==> config.mk <==
export PLATFORM = sky130hd
export DESIGN_NAME = or_gate_exerciser_flat
export DESIGN_NICKNAME = d
export VERILOG_FILES = /design/src/rtl/or_gate_exerciser_if.sv /design/src/rtl/or_gate_exerciser.sv /design/src/flat_wrapper.sv
export SDC_FILE = /design/constraint.sdc
export NUM_CORES = 1
export LEC_CHECK = 0
export ABC_AREA = 1
export ABC_CLOCK_PERIOD_IN_PS = 1450
export CORE_AREA = 2 2 61 63
export CTS_BUF_LIST = sky130_fd_sc_hd__clkbuf_8
export DETAILED_ROUTE_END_ITERATION = 16
export DIE_AREA = 0 0 63 65
export PLACE_DENSITY = 0.42
export SYNTH_ARGS = -nofsm -noshare
export SYNTH_HDL_FRONTEND = slang
export SYNTH_SLANG_ARGS = --single-unit
==> constraint.sdc <==
create_clock -name clk -period 1.45 [get_ports clk]
set_input_delay 0.435 -clock clk [delete_from_list [all_inputs] [get_ports clk]]
set_output_delay 0.435 -clock clk [all_outputs]
set_load 0.03 [all_outputs]
==> src/rtl/or_gate_exerciser_if.sv <==
// Gate-side connection between the exerciser and a 2-input OR gate under test.
interface or_gate_exerciser_if;
  logic a_out;
  logic b_out;
  logic c_in;

  modport master (output a_out, output b_out, input c_in);
  modport slave  (input a_out, input b_out, output c_in);
endinterface

==> src/rtl/or_gate_exerciser.sv <==
// Drives the four {a,b} vectors into a 2-input OR gate, checks c against a|b,
// and reports per-vector failures, a saturating error count and a pass flag.
module or_gate_exerciser #(
  parameter int unsigned SETTLE = 2,
  parameter int unsigned ERR_W  = 3
) (
  input  logic                clk,
  input  logic                rst,
  input  logic                start,
  or_gate_exerciser_if.master gate,
  output logic                busy,
  output logic                done,
  output logic                pass,
  output logic [ERR_W-1:0]    err_count,
  output logic [3:0]          fail_vec
);

  localparam int unsigned CNT_W = (SETTLE < 1) ? 1 : $clog2(SETTLE + 1);

  typedef enum logic {
    IDLE,
    DRIVE
  } state_t;

  state_t           state;
  logic [1:0]       vec;
  logic [CNT_W-1:0] cnt;

  logic       mismatch;
  logic [3:0] fail_next;
  logic [1:0] vec_inc;

  // Compare result for the vector currently applied, and the failure map it would produce.
  always_comb begin
    mismatch  = (gate.c_in != (vec[1] | vec[0]));
    fail_next = mismatch ? (fail_vec | (4'd1 << vec)) : fail_vec;
    vec_inc   = vec + 2'd1;
  end

  always_ff @(posedge clk) begin
    if (rst) begin
      state      <= IDLE;
      vec        <= '0;
      cnt        <= '0;
      gate.a_out <= 1'b0;
      gate.b_out <= 1'b0;
      busy       <= 1'b0;
      done       <= 1'b0;
      pass       <= 1'b0;
      err_count  <= '0;
      fail_vec   <= '0;
    end else begin
      done <= 1'b0;
      case (state)
        IDLE: begin
          if (start) begin
            state      <= DRIVE;
            busy       <= 1'b1;
            vec        <= '0;
            cnt        <= '0;
            gate.a_out <= 1'b0;
            gate.b_out <= 1'b0;
            pass       <= 1'b0;
            err_count  <= '0;
            fail_vec   <= '0;
          end
        end
        DRIVE: begin
          if (cnt == CNT_W'(SETTLE)) begin
            // End of the hold window: score this vector, then advance or finish.
            if (mismatch) begin
              fail_vec <= fail_next;
              if (err_count != '1) begin
                err_count <= err_count + ERR_W'(1);
              end
            end
            cnt <= '0;
            if (vec == 2'd3) begin
              state      <= IDLE;
              busy       <= 1'b0;
              done       <= 1'b1;
              pass       <= (fail_next == 4'd0);
              vec        <= '0;
              gate.a_out <= 1'b0;
              gate.b_out <= 1'b0;
            end else begin
              vec        <= vec_inc;
              gate.a_out <= vec_inc[1];
              gate.b_out <= vec_inc[0];
            end
          end else begin
            cnt <= cnt + CNT_W'(1);
          end
        end
        default: state <= IDLE;
      endcase
    end
  end

endmodule
==> src/flat_wrapper.sv <==
// flat-port wrapper written by rule: the top's interface ports become plain ports
module or_gate_exerciser_flat 
#(
  parameter int unsigned SETTLE = 2,
  parameter int unsigned ERR_W  = 3
)
  (clk, rst, start, busy, done, pass, err_count, fail_vec, gate_a_out, gate_b_out, gate_c_in);
  or_gate_exerciser_if gate_i ();
  input  logic clk;
  input  logic rst;
  input  logic start;
  output logic busy;
  output logic done;
  output logic pass;
  output logic [ERR_W-1:0] err_count;
  output logic [3:0] fail_vec;
  output wire logic [$bits(gate_i.a_out)-1:0] gate_a_out;
  output wire logic [$bits(gate_i.b_out)-1:0] gate_b_out;
  input wire logic [$bits(gate_i.c_in)-1:0] gate_c_in;
  assign gate_a_out = gate_i.a_out;
  assign gate_b_out = gate_i.b_out;
  assign gate_i.c_in = gate_c_in;
  or_gate_exerciser #(.SETTLE(SETTLE), .ERR_W(ERR_W)) u_core (.clk(clk), .rst(rst), .start(start), .gate(gate_i), .busy(busy), .done(done), .pass(pass), .err_count(err_count), .fail_vec(fail_vec));
endmodule
==> flow_summary_export.csv <==
group,metric,value,unit
synth,synth_top_area_cell,"dfxtp_1",
synth,ys_seq_elements,15,
critical_path,endpoint_kind,"output pin",
synth,ys_top_cells_by_area,"dfxtp_1 (39%), nand2_1 (13%), ha_1 (9.8%)",
route,post_drt_wl_per_cell,9.53,µm
synth,async_reset_ff_share,0,%
timing,relSlewSlack,80.3,%
route,drtPass1Iterations,2,
synth,yosysMostFrequentCell,"nand2_1",
synth,yosys-top-cells-count,"nand2_1 (27), dfxtp_1 (15), inv_1 (13)",
global_route,antenna_found_initial,0,
clocking,cts_buffer_depth,2,
finish,antennaDiodeCount,0,
global_route,grt_usage,9.32,%
clocking,cts_tree,"yes",
placement,gp_congestion,0.735,
global_route,grt_pass1_vias,663,
critical_path,worst-path-max-fanout,2,
timing,setup_viol,0,
route,viasPerCell,4.03,
synth,synth_flop_cell,"dfxtp_1",
outcome,status,"finished, final reports clean",
clocking,cts_buffers,3,
critical_path,cp_num_buf_inv,1,
route,via_count,713,
critical_path,start_kind,"flop",
floorplanning,pin_count,16,
synth,ys_warn_count,0,
clocking,clock-sinks,15,
synth,seq_area_frac_synth,39.2,%
critical_path,critPathArrivalTime,0.97,ns
synth,yosysUniqueCellTypes,16,
critical_path,required,1.02,ns
finish,fin_util,30.3,%
clocking,clk_pin_slew,0.06,ns
timing,whs,0.454,ns
global_route,grt_pass1_wl,2910,µm
global_route,grt_overflow_total,0,
floorplanning,core-area,0.00350,mm²
finish,final_layout_size_suffix_gt1_share,27.1,%
timing,hold_viol_final,0,
synth,synth_edf_count,0,
flow_run,cap_violations,0,
critical_path,crit_type,"reg2out",
critical_path,slowest_stage,"dlygate4sd2_1",
synth,synth_nets,115,
power,max-vdd-ir-drop,0.256,mV
floorplanning,fp.dieW,63,µm
route,drc_errors,0,
placement,post-dp-hpwl,1350,µm
timing,fmax,0.714,GHz
synth,avgSynthCellArea,7.29,µm²
finish,nNetsFinal,140,
synth,synth_area,766,µm²
floorplanning,dieHeight,65,µm
power,total_leakage_power,0.492,nW
critical_path,slowest_delay,0.39,ns
route,drt_iter0_drc,28,
global_route,grt_max_degree,9,
clocking,cts-root-buf,"clkbuf_8",
placement,io_buffers,15,
timing,tightest_slew,0.296,ns
synth,yosysTopAreaCellShare,39.2,%
synth,synthCells,105,
floorplanning,die_area,0.00410,mm²
critical_path,cp_cell_sequence,"dlygate4sd2_1",
clocking,htree_levels,1,
floorplanning,num_rows,22,
timing,maxSlewViolCount,0,
clocking,insertion_delay,0.25,ns
critical_path,critical_path.top_delay_family,"buffers and inverters",
finish,syn_to_final_growth,38.4,%
timing,fin_crit_sh,96.6,%
power,cellPowerDensity,839,mW/mm²
route,ant_nets,0,
timing,finalClockSkew,0.00343,ns
timing,min_period,1.40,ns
floorplanning,start_util,21.9,%
min_path,min_path_type,"reg2reg",
route,wl,1690,µm
## state kept, by name, summed over array words and instances, names as in the netlist
register	flops
u_core.vec	1
u_core.state	1
u_core.busy	1
u_core.fail_vec	4
u_core.done	1
u_core.cnt	2
u_core.err_count	3
u_core.gate.a_out	1
u_core.pass	1
## where the power goes
group	internal [W]	switching, W
sequential	0.000424	0.0000101
combinational	0.0000485	0.0000705
clock	0.000187	0.000148
## cells in the final DEF (no fill, tap or decap), drive strengths merged
cell type | synthesis | final
dlygate4sd2 | 0 | 3
ha | 6 | 6
dfxtp | 15 | 15
dlymetal6s2s | 0 | 1
nand2 | 30 | 30
nand3 | 11 | 11
clkdlybuf4s50 | 0 | 2
nor3 | 1 | 1
o21ai | 3 | 3
inv | 15 | 16
a21oi | 12 | 12
clkbuf | 1 | 3
nor2 | 10 | 10
buf | 1 | 16
## metrics by stage
stage                     worst slack, ns  TNS [ns]  instance area (µm²)  std cells  total power (W)
after global routing             -0.00445  -0.00445                 1060        177         0.000947
after CTS                          0.0313         0                 1030        177         0.000904
final                              0.0495         0                 1060        177         0.000889
after detailed placement           -0.229     -1.41                  993        173         0.000559
after global placement             -0.206     -1.29                  993        173         0.000557
after floorplan                    0.0338         0                  768        105         0.000513
## routing by layer
metal,global-route usage [%],wire (µm)
met5,0,0
met4,6.67,27
met1,12.0,821
met3,1.74,69
met2,14.0,768
## kinds of logic after synthesis
family,after synthesis,share of synthesized area [%]
AOI/OAI and AO/OA,15,9.80
adders and majority gates,6,9.80
buffers and inverters,17,9.31
DFF,15,39.2
and+or+nand+nor,52,31.9
## repair_timing
action                                  CTS  global route
resized for setup                         3             8
cloned                                    0             0
setup buffers                             0             0
pin swaps                                 0             3
hold buffers                              0             0
endpoints found under the setup margin    3             7
## worst paths after layout
kind            startpoint                  end  slack (ns)  cells past startpoint
max            u_core.busy                 busy        0.05                      1
min            u_core.busy          u_core.busy        0.45                      2
max reg2reg  u_core.vec[0]  u_core.err_count[2]        0.14                      8
min reg2reg    u_core.busy          u_core.busy        0.45                      2
## layout make-up
type | count | area [µm²]
well taps | 48 | 60.1
multi-input cells | 73 | 417
clock buffers | 3 | 41.3
flip-flops and latches | 15 | 303
fillers | 420 | 2440
clock inverters | 1 | 3.75
repair buffers | 22 | 179
inverters | 15 | 56.3
No activity file was read; power rests on OpenSTA's default activity.
